[src/rtl/i2s_pkg.sv]
// Shared constants, stereo sample type and helpers for the I2S transmitter.
package i2s_pkg;

    localparam int SLOTS_PER_CHAN = 32;
    localparam int MCLK_PER_LRCK  = 256;
    localparam int SCK_PER_LRCK   = 64;
    localparam int SLOT_W         = $clog2(SLOTS_PER_CHAN);
    localparam int WORD_W         = SLOTS_PER_CHAN;

    // One channel word holds every slot of a half-frame, slot 0 in the MSB.
    typedef struct packed {
        logic [WORD_W-1:0] left;
        logic [WORD_W-1:0] right;
    } stereo_t;

    function automatic int cnt_width(input int mclk_log2);
        return mclk_log2 + $clog2(MCLK_PER_LRCK);
    endfunction

    function automatic int sck_bit(input int mclk_log2);
        return mclk_log2 - 1 + $clog2(MCLK_PER_LRCK / SCK_PER_LRCK);
    endfunction

    // Place a sample so its MSB lands in slot 1; slot 0 and trailing slots stay 0.
    function automatic logic [WORD_W-1:0] slot_align(input logic [WORD_W-1:0] sample,
                                                     input int data_w);
        return sample << (WORD_W - 1 - data_w);
    endfunction

endpackage

[src/rtl/i2s_tx_if.sv]
// Sample-pair valid/ready stream feeding the I2S transmitter.
interface i2s_tx_if #(
    parameter int DATA_W = 24
);
    logic [DATA_W-1:0] s_left;
    logic [DATA_W-1:0] s_right;
    logic              s_valid;
    logic              s_ready;

    modport master (output s_left, output s_right, output s_valid, input s_ready);
    modport slave  (input s_left, input s_right, input s_valid, output s_ready);
endinterface

[src/rtl/i2s_clkgen.sv]
// Free-running frame counter; MCLK/SCK/LRCK are plain counter bits.
module i2s_clkgen
    import i2s_pkg::*;
#(
    parameter int MCLK_LOG2 = 3
) (
    input  logic              clk,
    input  logic              rst,
    output logic              mclk,
    output logic              sck,
    output logic              lrck,
    output logic              frame_start,
    output logic              sck_fall_next,
    output logic [SLOT_W-1:0] slot,
    output logic              chan
);

    localparam int CW      = cnt_width(MCLK_LOG2);
    localparam int SCK_BIT = sck_bit(MCLK_LOG2);

    logic [CW-1:0] cnt_reg;
    logic [CW-1:0] cnt_next;

    assign cnt_next = cnt_reg + CW'(1);

    always_ff @(posedge clk or negedge rst) begin
        if (!rst) begin
            cnt_reg <= '0;
        end else begin
            cnt_reg <= cnt_next;
        end
    end

    assign mclk          = cnt_reg[MCLK_LOG2-1];
    assign sck           = cnt_reg[SCK_BIT];
    assign lrck          = cnt_reg[CW-1];
    assign frame_start   = &cnt_reg;
    assign sck_fall_next = &cnt_reg[SCK_BIT:0];

    // Slot/channel refer to the counter value after the coming edge.
    assign slot = cnt_next[CW-2 -: SLOT_W];
    assign chan = cnt_next[CW-1];

endmodule

[src/rtl/i2s_tx.sv]
// Stereo I2S transmitter: one-deep holding register, per-frame sample latch, SDOUT mux.
module i2s_tx
    import i2s_pkg::*;
#(
    parameter int DATA_W    = 24,
    parameter int MCLK_LOG2 = 3
) (
    input  logic     clk,
    input  logic     rst,
    i2s_tx_if.slave  sbus,
    output logic     mclk,
    output logic     lrck,
    output logic     sck,
    output logic     sdout,
    output logic     underrun
);

    logic              frame_start;
    logic              sck_fall_next;
    logic [SLOT_W-1:0] slot;
    logic              chan;

    stereo_t           hold_reg;
    stereo_t           frame_reg;
    logic              hold_full_reg;
    logic              sdout_reg;
    logic              underrun_reg;
    logic              accept;
    logic [WORD_W-1:0] word;
    logic [SLOT_W-1:0] bit_sel;

    i2s_clkgen #(
        .MCLK_LOG2 (MCLK_LOG2)
    ) u_clkgen (
        .clk           (clk),
        .rst           (rst),
        .mclk          (mclk),
        .sck           (sck),
        .lrck          (lrck),
        .frame_start   (frame_start),
        .sck_fall_next (sck_fall_next),
        .slot          (slot),
        .chan          (chan)
    );

    assign sbus.s_ready = rst & ~hold_full_reg;
    assign accept       = sbus.s_valid & sbus.s_ready;

    assign word    = chan ? frame_reg.right : frame_reg.left;
    assign bit_sel = SLOT_W'(WORD_W - 1) - slot;

    always_ff @(posedge clk or negedge rst) begin
        if (!rst) begin
            hold_reg      <= '0;
            frame_reg     <= '0;
            hold_full_reg <= 1'b0;
            sdout_reg     <= 1'b0;
            underrun_reg  <= 1'b0;
        end else begin
            underrun_reg <= frame_start & ~hold_full_reg;
            // An accept on the wrap edge lands in the holding register for the next frame.
            if (frame_start) begin
                frame_reg     <= hold_full_reg ? hold_reg : '0;
                hold_full_reg <= accept;
            end else if (accept) begin
                hold_full_reg <= 1'b1;
            end
            if (accept) begin
                hold_reg <= '{left:  slot_align(WORD_W'(sbus.s_left), DATA_W),
                              right: slot_align(WORD_W'(sbus.s_right), DATA_W)};
            end
            if (sck_fall_next) begin
                sdout_reg <= word[bit_sel];
            end
        end
    end

    assign sdout    = sdout_reg;
    assign underrun = underrun_reg;

endmodule

[src/flat_wrapper.sv]
// flat-port wrapper written by rule: the top's interface ports become plain ports
module i2s_tx_flat import i2s_pkg::*;
#(
    parameter int DATA_W    = 24,
    parameter int MCLK_LOG2 = 3
)
  (clk, rst, mclk, lrck, sck, sdout, underrun, sbus_s_left, sbus_s_right, sbus_s_valid, sbus_s_ready);
  i2s_tx_if #(.DATA_W(DATA_W)) sbus_i ();
  input  logic clk;
  input  logic rst;
  output logic mclk;
  output logic lrck;
  output logic sck;
  output logic sdout;
  output logic underrun;
  input wire logic [$bits(sbus_i.s_left)-1:0] sbus_s_left;
  input wire logic [$bits(sbus_i.s_right)-1:0] sbus_s_right;
  input wire logic [$bits(sbus_i.s_valid)-1:0] sbus_s_valid;
  output wire logic [$bits(sbus_i.s_ready)-1:0] sbus_s_ready;
  assign sbus_i.s_left = sbus_s_left;
  assign sbus_i.s_right = sbus_s_right;
  assign sbus_i.s_valid = sbus_s_valid;
  assign sbus_s_ready = sbus_i.s_ready;
  i2s_tx #(.DATA_W(DATA_W), .MCLK_LOG2(MCLK_LOG2)) u_core (.clk(clk), .rst(rst), .sbus(sbus_i), .mclk(mclk), .lrck(lrck), .sck(sck), .sdout(sdout), .underrun(underrun));
endmodule
[config.mk]
export PLATFORM = sky130hd
export DESIGN_NAME = i2s_tx_flat
export DESIGN_NICKNAME = d
export VERILOG_FILES = /design/src/rtl/i2s_pkg.sv /design/src/rtl/i2s_tx_if.sv /design/src/rtl/i2s_clkgen.sv /design/src/rtl/i2s_tx.sv /design/src/flat_wrapper.sv
export SDC_FILE = /design/constraint.sdc
export NUM_CORES = 1
export LEC_CHECK = 0
export CAP_MARGIN = 10
export CELL_PAD_IN_SITES_DETAIL_PLACEMENT = 0
export CELL_PAD_IN_SITES_GLOBAL_PLACEMENT = 1
export CORE_ASPECT_RATIO = 2
export CORE_MARGIN = 5
export CORE_UTILIZATION = 44
export DETAILED_ROUTE_END_ITERATION = 12
export MAX_ROUTING_LAYER = met4
export PLACE_DENSITY = 0.77
export SLEW_MARGIN = 20
export SYNTH_ARGS = -nofsm -noshare
export SYNTH_HDL_FRONTEND = slang
export SYNTH_SLANG_ARGS = --single-unit
export TNS_END_PERCENT = 30
[constraint.sdc]
create_clock -name clk -period 2.8 [get_ports clk]
set_input_delay 0.42 -clock clk [delete_from_list [all_inputs] [get_ports clk]]
set_output_delay 0.42 -clock clk [all_outputs]
set_load 0.02 [all_outputs]
==> run metrics <==
status finished, final reports clean; DRC 0; Critical Path RT 3.01 ns; layout cells sized above 1 20.5%; Worst R2R Setup Slack 0.22 ns; Syn Nets 506; R2R depth 10; Filler cells 1009; CTS tree yes; Power Total 3070 uW; crit start category register; Vias/cell 5.25; Synth Cell Area 4850 um^2; # H-tree levels 3; Worst-path clk slew 0.07 ns; min-delay worst type input port to asynchronous set/reset pin; FP Rows 54; diode count 0; Clock Tree Buf Depth 2; Starting Density 44.6%; Reg-to-Reg Start u_core.u_clkgen.cnt_reg[0]; DPL Wire Length 7.99 mm; Nets 575; synth warn 0; syn_area_per_cell 10.7 um^2; slowest stage delay, CP 0.55 ns; Port Buffers 56; CP endpoint kind register; Leak Pwr 0.00272 uW; starting DRC count in detailed routing 117; clk sinks 110; asr flop ratio synth 100%; hold slack final 0.194 ns; critical path arrival 2.79 ns; ys flop type dfrtp_1; CP Class register to register; R2R Path End u_core.sdout; Place WS 0.128 ns; CTS Buf Count 9; drt wl/cell 16.0 um; largest net degree at the start of global routing 61; Slew @ Worst Pin 0.732 ns; setup tns final 0 ns; routability congestion estimate 0.911; crit-path cells ha_1 > inv_1 > or4_4 > and2_4 > buf_4 > mux2_2 > a2bb2oi_1 > a21oi_1 > a311oi_1 > o21ai_1; Max IR drop VDD 0.520 mV; Post-synth EDFFs 0; fin crit share 92.1%; max_cap viols 0; GRT Overall Usage 17.6%; Max FO, Critical Path 6; drt pass-1 iters 4; Hold Buf Count CTS 0; unrepaired setup endpoints after global routing no; Final Max Tran Viols 0; die height 159 um; Routed Antenna Nets 0; initial antenna violation count 0; wirelength, routed 10.7 mm; Top-Level Pins 57; clk root buf clkbuf_16; Slew HR 51.2%; Worst-Skew Late Latency 0.35 ns; sequential area share after synthesis 56.7%; endpoints failing hold 0; total global routing overflow 0; cell count after synthesis 453; die footprint 13400 um^2; Die Wd 84.3 um; Power Dens Cells 509 nW/um^2; Final Skew 0.00819 ns; commonest cells after routing, fill and taps aside nand2_1, dfrtp_1, clkdlybuf4s50_1, mux2_2, o21ai_0; Unique masters post-synth 48; Core Area 10900 um^2; Critical Path Sink u_core.sdout; maximum clock frequency 0.388 GHz; crit path max-delay cell type or4_4; Final setup viols 0; register bit total from synthesis 110; minimum clock period 2.58 ns; commonest non-fill, non-tap cell in the layout nand2_1; vias in the first global route 3653; start point of the critical path u_core.u_clkgen.cnt_reg[0]; first-pass GRT wire length 18.0 mm; Final Worst Setup Slack 0.221 ns; area growth from synthesis to layout 24.3%; routed vias 3503
## power by group
group	total (uW)	switching, uW	internal, uW
clock	1310	581	725
sequential	1630	13.2	1610
combinational	137	50.5	86.2
total	3070	644	2430
## synthesized netlist by cell type, drive strengths merged (4+ instances only)
| library cell | number | area [um^2] |
|---|---|---|
| xnor2 | 4 | 35.0 |
| dfrtp | 110 | 2750 |
| nor3 | 7 | 35.0 |
| nand3 | 10 | 50.1 |
| nand4 | 4 | 40.0 |
| mux2 | 52 | 586 |
| clkbuf | 22 | 82.6 |
| nand2 | 112 | 420 |
| inv | 5 | 18.8 |
| o21ai | 51 | 255 |
| a21oi | 5 | 25.0 |
| mux2i | 6 | 60.1 |
| nor2 | 10 | 37.5 |
| buf | 6 | 35.0 |
## cell type report
class / count / area (um^2) / area share, %
clock buffer: 10 / 239 / 3.96
clock inverter: 6 / 68.8 / 1.14
inverter: 8 / 33.8 / 0.560
multi-input combinational: 307 / 1970 / 32.6
sequential: 110 / 2750 / 45.6
tap: 140 / 175 / 2.90
timing repair buffer: 86 / 796 / 13.2
## metrics by stage
stage	cell area [um^2]	cells	util, %
finish	6040	667	55.5
detailed placement	5700	650	52.4
global route	6040	667	55.5
global placement	5700	650	52.4
floorplan	4850	453	-
CTS	6010	666	55.3
## cells by family after synthesis
group	after synthesis	share of synthesized area, %
flops	110	56.7
buf+inv	36	3.04
xor+xnor	7	1.26
mux	60	14.3
fa+ha+maj	2	0.515
compound gates	83	10.4
simple gates	155	13.8
## worst max-delay path, delay by kind of cell (launching register included)
family                     cells  cell delay (ns)
and+or+nand+nor                2             0.76
buffers and inverters          2             0.25
adders and majority gates      1             0.18
DFF                            1             0.39
AOI/OAI and AO/OA              4             0.61
muxes                          1             0.27
## worst min-delay path by stage
stage                                 end                        from  slack [ns]  cells past startpoint
3_3_place_gp   u_core.u_clkgen.cnt_reg[0]  u_core.u_clkgen.cnt_reg[0]        0.45                      1
2_1_floorplan        u_core.frame_reg[10]                         rst        0.12                      0
4_1_cts               u_core.hold_reg[59]                         rst        0.22                      2
3_5_place_dp   u_core.u_clkgen.cnt_reg[0]  u_core.u_clkgen.cnt_reg[0]        0.46                      1
5_1_grt              u_core.hold_full_reg                         rst        0.25                      2
6_report             u_core.hold_full_reg                         rst        0.19                      2
## what timing repair did
item / CTS / global route
buffers inserted: 0 / 1
endpoints found under the setup margin: 0 / 1
gates resized for setup: 0 / 8
## layer usage
| metal | GRT usage (%) | wire [um] | vias to the layer above |
|---|---|---|---|
| li1 | - | - | 1711 |
| met1 | 19.8 | 4160 | 1704 |
| met2 | 30.6 | 5870 | 68 |
| met3 | 2.95 | 326 | 20 |
| met4 | 8.05 | 331 | 0 |
| met5 | - | 0 | - |
Power figures use the tool's default switching activity.
